===== config.mk =====
export PLATFORM = sky130hd
export DESIGN_NAME = wb_bram_tester
export DESIGN_NICKNAME = d
export VERILOG_FILES = /design/src/rtl/wb_bram_tester.sv
export SDC_FILE = /design/constraint.sdc
export NUM_CORES = 1
export LEC_CHECK = 0
export CELL_PAD_IN_SITES_DETAIL_PLACEMENT = 0
export CELL_PAD_IN_SITES_GLOBAL_PLACEMENT = 1
export CORE_ASPECT_RATIO = 2
export CORE_MARGIN = 2
export CORE_UTILIZATION = 34
export DETAILED_ROUTE_END_ITERATION = 10
export GPL_ROUTABILITY_DRIVEN = 0
export GPL_TIMING_DRIVEN = 0
export PLACE_DENSITY_LB_ADDON = 0.1
export SLEW_MARGIN = 20
export SYNTH_ARGS = -nofsm -noshare
export SYNTH_HDL_FRONTEND = slang
export SYNTH_SLANG_ARGS = --single-unit
export TNS_END_PERCENT = 100

===== constraint.sdc =====
create_clock -name i_clk -period 3.4 [get_ports i_clk]
set_input_delay 0.51 -clock i_clk [delete_from_list [all_inputs] [get_ports i_clk]]
set_output_delay 0.51 -clock i_clk [all_outputs]
set_load 0.01 [all_outputs]

===== src/rtl/wb_bram_tester.sv =====
// wb_bram_tester: Wishbone B4 pipelined initiator that self-tests one BRAM port.
// On i_start it writes word(a) = a ^ SEED to addresses 0..DEPTH-1. It waits for
// every write to be acknowledged, then reads the same range back. Each read is
// compared in order against the pattern, and the result is reported.
//
// Ports
//   i_clk, i_reset_n    clock, synchronous active-low reset
//   i_start             start request (honoured only in IDLE or DONE)
//   o_busy / o_done     test running / finished (done held until next start)
//   o_pass              done with zero errors and no abort
//   o_err_count         read mismatches plus bus errors, saturating
//   o_timeout           watchdog abort flag
//   o_wb_*              Wishbone master request side (cyc, stb, we, addr, data, sel)
//   i_wb_stall/ack/data/err  Wishbone slave response side
//
// Optional feature: define WB_BRAM_TESTER_TIMEOUT_EN to enable an ack watchdog.
// The watchdog aborts the run after TMO cycles without progress.
module wb_bram_tester #(
  parameter int              AW    = 4,
  parameter int              DW    = 8,
  parameter int              DEPTH = 16,
  parameter logic [DW-1:0]   SEED  = 8'hA5,
  parameter int              CW    = 8,
  parameter int              TMO   = 255
) (
  input  logic              i_clk,
  input  logic              i_reset_n,
  input  logic              i_start,
  output logic              o_busy,
  output logic              o_done,
  output logic              o_pass,
  output logic [CW-1:0]     o_err_count,
  output logic              o_timeout,
  output logic              o_wb_cyc,
  output logic              o_wb_stb,
  output logic              o_wb_we,
  output logic [AW-1:0]     o_wb_addr,
  output logic [DW-1:0]     o_wb_data,
  output logic [DW/8-1:0]   o_wb_sel,
  input  logic              i_wb_stall,
  input  logic              i_wb_ack,
  input  logic [DW-1:0]     i_wb_data,
  input  logic              i_wb_err
);

  typedef enum logic [2:0] {IDLE, WRITE, WDRAIN, READ, RDRAIN, DONE} state_t;

  localparam logic [AW-1:0] LAST = AW'(DEPTH - 1);

  function automatic logic [DW-1:0] word_of(input logic [AW-1:0] a);
    return DW'(a) ^ SEED;
  endfunction

  state_t          state_reg, state_next;
  logic [AW-1:0]   addr_reg, addr_next;
  logic [AW-1:0]   rd_cnt_reg, rd_cnt_next;
  logic [AW:0]     outst_reg, outst_next;
  logic [CW-1:0]   err_cnt_reg, err_cnt_next;

  logic busy, cyc, stb, accept, resp, last_req, rd_phase, bad;

  assign busy     = (state_reg == WRITE) || (state_reg == WDRAIN) ||
                    (state_reg == READ)  || (state_reg == RDRAIN);
  // The one WDRAIN cycle with nothing outstanding separates the write and
  // read bus cycles.
  assign cyc      = busy && !((state_reg == WDRAIN) && (outst_reg == '0));
  assign stb      = (state_reg == WRITE) || (state_reg == READ);
  assign accept   = stb && !i_wb_stall;
  assign last_req = accept && (addr_reg == LAST);
  // A response with nothing outstanding is stray (e.g. left over from before a
  // reset) and is dropped.
  assign resp     = busy && (outst_reg != '0) && (i_wb_ack || i_wb_err);
  assign rd_phase = (state_reg == READ) || (state_reg == RDRAIN);
  assign bad      = i_wb_err || (rd_phase && (i_wb_data != word_of(rd_cnt_reg)));

`ifdef WB_BRAM_TESTER_TIMEOUT_EN
  localparam int WDW = (TMO < 2) ? 1 : $clog2(TMO);
  localparam logic [WDW-1:0] WD_LAST = WDW'(TMO - 1);
  logic [WDW-1:0] wd_reg, wd_next;
  logic           tmo_reg, tmo_next;
`endif

  always_comb begin
    state_next   = state_reg;
    addr_next    = addr_reg;
    rd_cnt_next  = rd_cnt_reg;
    outst_next   = outst_reg;
    err_cnt_next = err_cnt_reg;
`ifdef WB_BRAM_TESTER_TIMEOUT_EN
    wd_next      = wd_reg;
    tmo_next     = tmo_reg;
`endif

    case ({accept, resp})
      2'b10:   outst_next = outst_reg + (AW+1)'(1);
      2'b01:   outst_next = outst_reg - (AW+1)'(1);
      default: outst_next = outst_reg;
    endcase

    if (accept) begin
      addr_next = last_req ? '0 : addr_reg + AW'(1);
    end

    if (resp) begin
      if (rd_phase) begin
        rd_cnt_next = rd_cnt_reg + AW'(1);
      end
      if (bad && (err_cnt_reg != '1)) begin
        err_cnt_next = err_cnt_reg + CW'(1);
      end
    end

    case (state_reg)
      IDLE, DONE: begin
        if (i_start) begin
          state_next   = WRITE;
          addr_next    = '0;
          rd_cnt_next  = '0;
          outst_next   = '0;
          err_cnt_next = '0;
`ifdef WB_BRAM_TESTER_TIMEOUT_EN
          tmo_next     = 1'b0;
`endif
        end
      end
      WRITE:   if (last_req)          state_next = WDRAIN;
      WDRAIN:  if (outst_reg == '0)   state_next = READ;
      READ:    if (last_req)          state_next = RDRAIN;
      RDRAIN:  if (outst_reg == '0)   state_next = DONE;
      default:                        state_next = IDLE;
    endcase

`ifdef WB_BRAM_TESTER_TIMEOUT_EN
    // Count cycles spent waiting on the slave; any response restarts the count.
    if (cyc && ((outst_reg != '0) || (stb && i_wb_stall)) && !resp) begin
      if (wd_reg == WD_LAST) begin
        state_next = DONE;
        tmo_next   = 1'b1;
        outst_next = '0;
        wd_next    = '0;
      end else begin
        wd_next = wd_reg + WDW'(1);
      end
    end else begin
      wd_next = '0;
    end
`endif
  end

  always_ff @(posedge i_clk) begin
    if (!i_reset_n) begin
      state_reg   <= IDLE;
      addr_reg    <= '0;
      rd_cnt_reg  <= '0;
      outst_reg   <= '0;
      err_cnt_reg <= '0;
`ifdef WB_BRAM_TESTER_TIMEOUT_EN
      wd_reg      <= '0;
      tmo_reg     <= 1'b0;
`endif
    end else begin
      state_reg   <= state_next;
      addr_reg    <= addr_next;
      rd_cnt_reg  <= rd_cnt_next;
      outst_reg   <= outst_next;
      err_cnt_reg <= err_cnt_next;
`ifdef WB_BRAM_TESTER_TIMEOUT_EN
      wd_reg      <= wd_next;
      tmo_reg     <= tmo_next;
`endif
    end
  end

`ifdef WB_BRAM_TESTER_TIMEOUT_EN
  assign o_timeout = tmo_reg;
`else
  assign o_timeout = 1'b0;
`endif

  assign o_busy      = busy;
  assign o_done      = (state_reg == DONE);
  assign o_pass      = (state_reg == DONE) && (err_cnt_reg == '0) && !o_timeout;
  assign o_err_count = err_cnt_reg;
  assign o_wb_cyc    = cyc;
  assign o_wb_stb    = stb;
  assign o_wb_we     = (state_reg == WRITE);
  assign o_wb_addr   = addr_reg;
  // Write data is only meaningful in the write phase. It is zero elsewhere so
  // the bus is quiet in idle and after reset.
  assign o_wb_data   = (state_reg == WRITE) ? word_of(addr_reg) : '0;

  genvar gi;
  generate
    for (gi = 0; gi < DW/8; gi++) begin : g_sel
      assign o_wb_sel[gi] = 1'b1;
    end
  endgenerate

endmodule


# After elaboration in Yosys (flattened, before gate mapping)
# Index checks and enable logic that the tools add are counted.
# Widths: inputs -> output; s select.
word_totals:
  wordCells: 73
  inputBits: 14
  regBits: 24
  out_inout_bits: 28
op_classes:
  muxes: 22
  reduce_logical: 24
  add_sub_neg: 5
  n_bitwise: 2
  eq_ne: 15
ops:
  columns: ["operator", "n"]
  rows:
  - ["$mux 8", 5]
  - ["$mux 4", 8]
  - ["$mux 3", 5]
  - ["$pmux 3 s5", 1]
  - ["$mux 5", 2]
  - ["$pmux 5 s2", 1]
  - ["$logic_and 1x1->1", 9]
  - ["$add 4x1->4 const B", 2]
  - ["$add 8x1->8 const B", 1]
  - ["$logic_not 8->1", 1]
  - ["$ne 8x8->1", 1]
  - ["$ne 8x8->1 const B", 1]
  - ["$not 2->4", 2]
  - ["$logic_or 1x1->1", 7]
  - ["$eq 3x2->1 const B", 2]
  - ["$eq 3x3->1 const B", 2]
  - ["$ne 2x1->1 const B", 3]
  - ["$add 5x1->5 const B", 1]
  - ["$logic_not 5->1", 1]
  - ["$reduce_and 5->1", 1]
  - ["$reduce_bool 5->1", 1]
  - ["$sub 5x1->5 const B", 1]
  - ["$eq 4x4->1 const B", 1]
  - ["$ne 2x2->1 const B", 2]
  - ["6 further kinds", 7]

# Depth between registers and ports, before layout
# Gate-level depths: netlist of run 1.
logic_depth:
  ltp_word: 10
  mapped_depth: 15
  ltp_nobuf: 12

# Worst setup path before layout of run 1
# No wires, ideal clock.
synth_timing:
  path_kind: "reg2reg"
  from: "reg outst_reg[0]"
  to: "reg outst_reg[4]"
  synth_period_minus_slack_ns: 2.921
  path_slack_ns: 0.479
  setup_time_ns: 0.070
  path_buffers: 2
  t_arrival_ns: 2.850
  t_required_ns: 3.330
  path_stages_with_launch: 15
  cell_sequence: "dfxtp_1 > nor3_1 > a21o_1 > or2_1 > clkbuf_1 > inv_1 > ha_1 > clkbuf_1 > xor2_1 > ha_1 > a21oi_1 > a32o_1 > a21oi_1 > or3_1 > a21oi_1"
synth_via:
  elab_chain_cells: 7
  elab_cells_between_ends: 10
  cone_classes: "2 x add/sub; 2 x eq/ne; 3 x mux; 3 x reduce/logical"
synth_lines:
  columns: ["item", "line", "source"]
  rows:
  - ["from (decl)", "57", "logic [AW:0] outst_reg, outst_next;"]
  - ["from (signal assigned)", "165", "outst_reg <= outst_next;"]
  - ["parallel branches: the longest is 4 deep, another holds $sub 5x1->5", null, null]
  - ["$pmux 5 s2 *", "94", "case ({accept, resp})"]
  - ["$mux 5", "115", "if (i_start) begin"]
  - ["$mux 5 *", "113", "case (state_reg)"]
# Every way passes the cells marked *.
# A chain may end at the register's enable or synchronous reset.

# Worst setup path after layout of run 1
layout_timing:
  from: "in i_wb_err"
  to: "reg outst_reg[4]"
layout_via:
  elab_chain_cells: 6
  elab_cells_between_ends: 7
  cone_classes: "2 x eq/ne; 3 x mux; 2 x reduce/logical"
layout_lines:
  columns: ["item", "line", "source"]
  rows:
  - ["from (decl)", "43", "input logic i_wb_err"]
  - ["$logic_or 1x1->1 *", "72", "assign resp = busy && (outst_reg != '0) && (i_wb_ack || i_wb_err);"]
  - ["$logic_and 1x1->1 *", "72", null]
  - ["$eq 2x1->1 / $eq 2x2->1 (equally long branches)", "94", null]
  - ["$pmux 5 s2 *", "94", null]
  - ["$mux 5", "115", null]
  - ["$mux 5 *", "113", null]
# Every way passes the cells marked *; elsewhere a longest branch is shown, timed or not.

==> results of run 1 <==
area by class of cell:
| class | instances | area, um^2 |
|---|---|---|
| clock buffers | 3 | 41.3 |
| clock inverters | 1 | 30.0 |
| repair buffers | 37 | 370 |
| well taps | 54 | 67.6 |
| fillers | 468 | 2280 |
| flip-flops and latches | 24 | 480 |
| multi-input cells | 149 | 962 |
| plain buffers | 12 | 68.8 |
| inverters | 9 | 33.8 |
critical path, stage by stage:
cell,delay [ns]
clkdlybuf4s50_1,0.51
nor2_1,0.08
a21o_1,0.19
or2_4,0.28
inv_1,0.17
ha_2,0.31
xor2_1,0.10
ha_1,0.19
a21oi_1,0.25
a32o_1,0.22
a21oi_1,0.05
or3_1,0.31
a21oi_1,0.15
cells in the mapped netlist, drive strengths merged, types with 3 or more instances:
| cell | count | area [um^2] |
|---|---|---|
| o31ai | 4 | 30.0 |
| xnor2 | 5 | 43.8 |
| ha | 7 | 87.6 |
| nor2b | 3 | 18.8 |
| nand3 | 6 | 30.0 |
| nor2 | 18 | 67.6 |
| xor2 | 10 | 87.6 |
| clkbuf | 6 | 22.5 |
| dfxtp | 24 | 480 |
| nor3 | 4 | 20.0 |
| nand4 | 6 | 37.5 |
| nand2b | 3 | 18.8 |
| inv | 9 | 33.8 |
| nand2 | 14 | 52.6 |
| o21ai | 8 | 43.8 |
| buf | 8 | 53.8 |
| a21oi | 18 | 90.1 |
| or3 | 4 | 25.0 |
| and3 | 3 | 18.8 |
| and2 | 3 | 18.8 |
where the power goes:
group,internal [mW],switching [mW],total [mW]
logic,0.0472,0.0474,0.0947
clock network,0.158,0.103,0.261
registers,0.284,0.00309,0.287
path summary, 6_finish.rpt:
path	slack (ns)	endpoint	depth (start not counted)
worst max-delay path	0.28	outst_reg[4]$_SDFF_PN0_	13
worst min-delay path	0.51	outst_reg[4]$_SDFF_PN0_	2
worst max register to register	0.36	outst_reg[4]$_SDFF_PN0_	12
worst min register to register	0.51	outst_reg[4]$_SDFF_PN0_	2
cell families after synthesis:
logic type	after synthesis
fa+ha+maj	7
buf+inv	23
mux	2
flops	24
simple gates	77
xor+xnor	15
other cells	2
compound gates	44
repair_timing:
| item | in CTS | in global routing |
|---|---|---|
| endpoints found under the setup margin | 2 | 1 |
| buffers inserted | 0 | 0 |
| gates resized for setup | 1 | 2 |
per-layer routing:
layer,vias to the layer above,wire length [um]
met3,11,170
met4,0,126
met2,56,2290
met1,713,1570
met5,-,0
li1,762,-
==> results.yml, run 1 <==
run_status:
  status: "finished clean"
yosys:
  synth_top_family_by_area: "simple AND/OR/NAND/NOR gates"
  synth_simple_gate_area_share_pct: 26.7
  synth-compound-area-share_pct: 18.7
  yosys_warnings: 0
  synth_fa_ha_area_share_pct: 5.70
  synth_ff_type: "dfxtp_1"
  synthesis.area_um2: 1540
  synth-seq-cells: 24
  synthesis.instances: 194
  synth_xor_area_share_pct: 8.56
  ys_seq_area_share_pct: 31.3
  synth.area.mux_share_pct: 1.30
  synth.avg_cell_area_um2: 7.91
  async_flop_share_pct: 0
  ys_types: 49
  synth_edf_count: 0
timing:
  rsz0062_at_grt: "no"
  max_freq_mhz: 321
  finalMaxSlewViolations: 0
  setup_viol: 0
  timing.final.crit_share_pct: 91.7
  tightest_slew_ns: 0.766
  period_needed_ns: 3.12
  fin_ws_ns: 0.282
  slew_headroom_pct: 49.0
  hold_viol: 0
  worst_clock_skew_ns: 0.00568
  whs_ns: 0.507
  setup_tns_ns: 0
placed_design:
  place_area_um2: 1980
  dp_hpwl_um: 3270
  place_ws_ns: -0.385
  portBuffers: 37
  dp_cells: 287
floorplanning:
  start_util_pct: 35.4
  dieWidth_um: 51.5
  coreArea_um2: 4340
  io_pins: 42
  die_y_um: 99.0
  rows: 34
  dieArea_um2: 5100
clock_tree:
  cts_tree: "yes"
  clock_path_buffers: 2
  hold_buffers: 0
  worstSkewPairLatency_ns: 0.28
  path_clk_slew_ns: 0.10
  ctsHtreeMaxLevel: 1
  cts_sinks: 24
  cts_made_buffers: 3
  root_buffer: "clkbuf_8"
global_routing:
  antenna_found_initial: 0
  grt_max_degree: 15
  grt.overflow.total: 0
  met1_usage_pct: 18.3
  use_met3_pct: 1.67
  track_usage_pct: 17.3
  grt_pass1_wl_um: 6900
  met2_usage_pct: 31.0
  grt-busiest-layer: "met2"
  grt_pass1_vias: 1582
detailed_routing:
  drt_wl_total_um: 4160
  drc: 0
  initialDrtViolationCount: 26
  wl_per_cell_um: 14.4
  postRouteAntennaNets: 0
  routed_via_density: 5.34
  vias: 1542
  drtPass1Iterations: 4
layout:
  syn2layout_area_growth_pct: 33.8
  nNetsFinal: 257
  stdcell_area_um2: 2050
  final_common_cell: "clkdlybuf4s50_1"
  largest_reg_flops: 8
  drive_above_1_share_pct: 7.66
  diodes: 0
  stdcell_count: 289
  final_util_pct: 47.3
  final_cell_mix: "37 x clkdlybuf4s50_1, 24 x dfxtp_1, 18 x nor2_1, 18 x a21oi_1, 14 x nand2_1"
setup_path:
  worstPathArrival_ns: 3.32
  path_max_fanout: 9
  crit_required_ns: 3.61
  crit_start: "i_wb_err"
  criticalPathCategory: "input pin to flip-flop"
  r2r-start: "state_reg[2]$_SDFFE_PN0P_"
  end_kind: "flip-flop"
  cp-start-kind: "input pin"
power:
  p_total_mw: 0.642
  p_leak_nw: 0.788
  p_per_area_nw_per_um2: 313
  vdd_ir_drop_max_mv: 0.220
hold_path:
  min_from: "outst_reg[4]$_SDFF_PN0_"
  hp-class: "flip-flop to flip-flop"
flow_run:
  maxCapViolations: 0
No activity file was read; power rests on OpenSTA's default activity.
==> inputs of run 2 (changes only) <==
--- a/config.mk
+++ b/config.mk
@@ -5,6 +5,7 @@
 export SDC_FILE = /design/constraint.sdc
 export NUM_CORES = 1
 export LEC_CHECK = 0
+export ABC_CLOCK_PERIOD_IN_PS = 3400
 export CELL_PAD_IN_SITES_DETAIL_PLACEMENT = 0
 export CELL_PAD_IN_SITES_GLOBAL_PLACEMENT = 1
 export CORE_ASPECT_RATIO = 2
@@ -12,7 +13,7 @@
 export CORE_UTILIZATION = 34
 export DETAILED_ROUTE_END_ITERATION = 10
 export GPL_ROUTABILITY_DRIVEN = 0
-export GPL_TIMING_DRIVEN = 0
+export GPL_TIMING_DRIVEN = 1
 export PLACE_DENSITY_LB_ADDON = 0.1
 export SLEW_MARGIN = 20
 export SYNTH_ARGS = -nofsm -noshare
==> run 2 against run 1 <==
Utilization fell by 0.66 points; setup slack gained 0.16 ns; fmax rose by 5.3%; flip-flop and latch count is the same; cell area fell by 1.4%; clock power down 4%; highest routed layer unchanged; count of clock-buffer cells in the layout did not move; critical path depth decreased by 1; non-clock buffer count down 6; largest power group unchanged.
==> results.yml, run 2 (same netlist as run 1, synthesis figures left out) <==
global_routing:
  antenna_found_initial: 0
  track_usage_pct: 17.5
  met1_usage_pct: 18.6
  grt-busiest-layer: "met2"
  use_met3_pct: 1.67
  grt_pass1_vias: 1524
  grt.overflow.total: 0
  grt_pass1_wl_um: 6990
  grt_max_degree: 22
  met2_usage_pct: 33.3
floorplanning:
  dieWidth_um: 51.5
  coreArea_um2: 4340
  rows: 34
  die_y_um: 99.0
  io_pins: 42
  dieArea_um2: 5100
  start_util_pct: 35.4
clock_tree:
  post_cts_buffers: 0
  worstSkewPairLatency_ns: 0.26
  ctsHtreeMaxLevel: 1
  ctsResizeCount: 0
  clock_path_buffers: 2
  cts_tree: "yes"
  cts_made_buffers: 3
  hold_buffers: 0
  path_clk_slew_ns: 0.09
  cts_sinks: 24
  root_buffer: "clkbuf_8"
timing:
  fin_ws_ns: 0.438
  setup_viol: 0
  tightest_slew_ns: 0.756
  worst_clock_skew_ns: 0.00327
  hold_viol: 0
  period_needed_ns: 2.96
  rsz0062_at_grt: "no"
  slew_headroom_pct: 49.6
  max_freq_mhz: 338
  finalMaxSlewViolations: 0
  setup_tns_ns: 0
  timing.final.crit_share_pct: 87.1
  whs_ns: 0.506
detailed_routing:
  wl_per_cell_um: 14.5
  drt_wl_total_um: 4100
  drtPass1Iterations: 4
  initialDrtViolationCount: 32
  vias: 1485
  routed_via_density: 5.25
  postRouteAntennaNets: 0
  drc: 0
layout:
  final_common_cell: "clkdlybuf4s50_1"
  ff_latch_area_um2: 480
  largest_reg_flops: 8
  drive_above_1_share_pct: 6.55
  multi_input_area_um2: 957
  final_cell_mix: "37 x clkdlybuf4s50_1, 24 x dfxtp_1, 18 x nor2_1, 18 x a21oi_1, 14 x nand2_1"
  diodes: 0
  final_util_pct: 46.7
  stdcell_area_um2: 2030
  fill_cells: 463
  stdcell_count: 283
  syn2layout_area_growth_pct: 31.9
  nNetsFinal: 251
hold_path:
  hold_depth: 2
  min_from: "outst_reg[4]$_SDFF_PN0_"
  min_to: "outst_reg[4]$_SDFF_PN0_"
  hp-class: "flip-flop to flip-flop"
setup_path:
  end_kind: "flip-flop"
  worstPathArrival_ns: 3.16
  ff2ff_setup_slack_ns: 0.44
  r2r.worst_path.cells: 12
  crit_required_ns: 3.60
  rr_endpoint: "outst_reg[4]$_SDFF_PN0_"
  r2r-start: "state_reg[1]$_SDFFE_PN0P_"
  criticalPathCategory: "flip-flop to flip-flop"
  cp-start-kind: "flip-flop"
  path_max_fanout: 13
placed_design:
  place_area_um2: 1950
  portBuffers: 37
  dp_hpwl_um: 3240
  dp_cells: 279
  place_ws_ns: 0.203
power:
  p_leak_nw: 0.774
  p_per_area_nw_per_um2: 310
  p_total_mw: 0.628
  vdd_ir_drop_max_mv: 0.239
flow_run:
  maxCapViolations: 0
run_status:
  status: "finished clean"
==> run 2: metal layers <==
metal,wire (um),part of all wire [%],up-vias
met4,80,2.0,0
met2,2300,56,42
met1,1590,39,694
met5,0,0,-
met3,123,3.0,8
li1,-,-,741
==> run 2: power breakdown <==
group	switching, mW	internal, mW	total [mW]
clock network	0.0929	0.157	0.250
logic	0.0437	0.0452	0.0890
registers	0.00507	0.284	0.289
total	0.142	0.486	0.628
==> run 2: final cells by class <==
class / count / share of cell area, %
Multi-Input combinational cell: 149 / 47.3
Sequential cell: 24 / 23.7
Timing Repair Buffer: 43 / 20.5
Tap cell: 54 / 3.34
Clock buffer: 3 / 2.04
Inverter: 9 / 1.67
Clock inverter: 1 / 1.48
==> run 2: worst max path at each step <==
| stage | from | to | depth (start not counted) |
|---|---|---|---|
| final | state_reg[1]$_SDFFE_PN0P_ | outst_reg[4]$_SDFF_PN0_ | 12 |
| after global routing | state_reg[1]$_SDFFE_PN0P_ | outst_reg[4]$_SDFF_PN0_ | 12 |
| after CTS | state_reg[1]$_SDFFE_PN0P_ | outst_reg[4]$_SDFF_PN0_ | 12 |
| after detailed placement | i_wb_err | outst_reg[4]$_SDFF_PN0_ | 13 |
| after global placement | i_wb_err | outst_reg[4]$_SDFF_PN0_ | 13 |
| after floorplan | outst_reg[0]$_SDFF_PN0_ | outst_reg[4]$_SDFF_PN0_ | 14 |
==> run 2: worst max-delay path, cell delays in order, from the launching register on <==
cell	delay [ns]
dfxtp_1	0.59
nor2_1	0.11
xnor2_1	0.36
or2_1	0.18
inv_1	0.10
ha_1	0.22
xor2_1	0.15
ha_1	0.18
a21oi_1	0.28
a32o_1	0.22
a21oi_1	0.05
or3_1	0.32
a21oi_1	0.14
==> inputs of run 3 (changes only) <==
--- a/config.mk
+++ b/config.mk
@@ -5,14 +5,14 @@
 export SDC_FILE = /design/constraint.sdc
 export NUM_CORES = 1
 export LEC_CHECK = 0
-export ABC_CLOCK_PERIOD_IN_PS = 3400
+export ABC_CLOCK_PERIOD_IN_PS = 3800
 export CELL_PAD_IN_SITES_DETAIL_PLACEMENT = 0
 export CELL_PAD_IN_SITES_GLOBAL_PLACEMENT = 1
 export CORE_ASPECT_RATIO = 2
 export CORE_MARGIN = 2
-export CORE_UTILIZATION = 34
+export CORE_UTILIZATION = 45
 export DETAILED_ROUTE_END_ITERATION = 10
-export GPL_ROUTABILITY_DRIVEN = 0
+export DONT_BUFFER_PORTS = 1
 export GPL_TIMING_DRIVEN = 1
 export PLACE_DENSITY_LB_ADDON = 0.1
 export SLEW_MARGIN = 20
==> constraint.sdc (replaced) <==
create_clock -name i_clk -period 3.8 [get_ports i_clk]
set_input_delay 0.57 -clock i_clk [delete_from_list [all_inputs] [get_ports i_clk]]
set_output_delay 0.57 -clock i_clk [all_outputs]
set_load 0.01 [all_outputs]
==> run 3 against run 2 <==
Wire length decreased by 11%; non-clock buffer count decreased by 42; die area fell by 23%; flip-flop and latch count unchanged.
==> results.yml, run 3 (same netlist as run 1, synthesis figures left out) <==
run_status:
  status: "finished clean"
layout:
  syn2layout_area_growth_pct: 2.53
  fill_cells: 347
  nNetsFinal: 209
  diodes: 0
  final_common_cell: "dfxtp_1"
  drive_above_1_share_pct: 5.35
  final_cell_mix: "24 x dfxtp_1, 18 x nor2_1, 18 x a21oi_1"
  final_util_pct: 47.1
  largest_reg_flops: 8
timing:
  setup_tns_ns: 0
  finalMaxSlewViolations: 0
  slew_headroom_pct: 51.1
  timing.final.crit_share_pct: 84.2
  period_needed_ns: 3.20
  max_freq_mhz: 313
  setup_viol: 0
  hold_viol: 0
  tightest_slew_ns: 0.730
  worst_clock_skew_ns: 0.00303
  rsz0062_at_grt: "no"
floorplanning:
  rows: 30
  coreArea_um2: 3340
  dieWidth_um: 45.3
  io_pins: 42
  start_util_pct: 46.0
  die_y_um: 86.6
  dieArea_um2: 3920
placed_design:
  portBuffers: 0
  place.gp.congestion: 0.789
  dp_hpwl_um: 2950
global_routing:
  track_usage_pct: 20.0
  grt_pass1_vias: 1308
  antenna_found_initial: 0
  grt_max_degree: 14
  grt.overflow.total: 0
  grt_pass1_wl_um: 5800
detailed_routing:
  drc: 0
  vias: 1359
  drtPass1Iterations: 4
  postRouteAntennaNets: 0
  wl_per_cell_um: 16.7
  initialDrtViolationCount: 33
  routed_via_density: 6.21
  drt_wl_total_um: 3660
setup_path:
  ff2ff_setup_slack_ns: 0.60
  cp-start-kind: "flip-flop"
  criticalPathCategory: "flip-flop to flip-flop"
  crit_required_ns: 4.01
  end_kind: "flip-flop"
  worstPathArrival_ns: 3.41
  crit_start: "state_reg[2]$_SDFFE_PN0P_"
  path_max_fanout: 9
  r2r-start: "state_reg[2]$_SDFFE_PN0P_"
clock_tree:
  ctsHtreeMaxLevel: 1
  worstSkewPairLatency_ns: 0.27
  root_buffer: "clkbuf_8"
  clock_path_buffers: 2
  path_clk_slew_ns: 0.08
  cts_tree: "yes"
  ctsResizeCount: 0
  post_cts_buffers: 0
  hold_buffers: 0
  cts_sinks: 24
  cts_made_buffers: 3
power:
  vdd_ir_drop_max_mv: 0.204
  p_leak_nw: 0.608
  p_per_area_nw_per_um2: 306
  p_total_mw: 0.482
flow_run:
  maxCapViolations: 0
hold_path:
  min_from: "i_reset_n"
  hp-class: "input pin to flip-flop"
run 3: routing by layer:
metal / vias to the layer above / wire length (um) / global-route usage (%)
met4: 0 / 162 / 11.2
met2: 39 / 2070 / 37.1
met3: 12 / 135 / 3.13
met1: 647 / 1300 / 19.3
li1: 661 / - / -
met5: - / 0 / 0
run 3: final timing paths:
kind | to | depth (start not counted)
worst max-delay path | outst_reg[4]$_SDFF_PN0_ | 12
worst min-delay path | state_reg[0]$_SDFFE_PN0P_ | 2
worst max register to register | outst_reg[4]$_SDFF_PN0_ | 12
worst min register to register | outst_reg[4]$_SDFF_PN0_ | 2
run 3: layout make-up:
| cell class | instances | area [um^2] | area share (%) |
|---|---|---|---|
| inverters | 9 | 33.8 | 2.15 |
| repair buffers | 1 | 7.51 | 0.477 |
| flip-flops and latches | 24 | 480 | 30.5 |
| multi-input cells | 149 | 957 | 60.8 |
| clock buffers | 4 | 55.1 | 3.50 |
| well taps | 32 | 40.0 | 2.54 |
run 3: per-stage QoR:
step / setup slack [ns] / instance area [um^2] / hold slack (ns) / cells
floorplan: 0.879 / 1540 / 0.458 / 196
global placement: 0.819 / 1520 / 0.469 / 215
detailed placement: 0.650 / 1520 / 0.488 / 215
CTS: 0.620 / 1570 / 0.415 / 219
global route: 0.368 / 1570 / 0.419 / 219
finish: 0.602 / 1570 / 0.419 / 219
run 3: critical path, stage by stage, from the launching register on:
cell and delay [ns]:
dfxtp_1 0.48, inv_1 0.18, xnor2_1 0.35, or2_1 0.32, inv_1 0.16, ha_1 0.32
xor2_1 0.18, ha_1 0.19, a21oi_1 0.24, a32o_1 0.22, a21oi_1 0.05, or3_1 0.31
a21oi_1 0.14
run 3: power by group:
part           internal [mW]  total, mW  switching, mW
Combinational         0.0152     0.0477         0.0326
Clock                 0.0927      0.176         0.0833
Sequential             0.254      0.258        0.00460
Total                  0.362      0.482          0.120
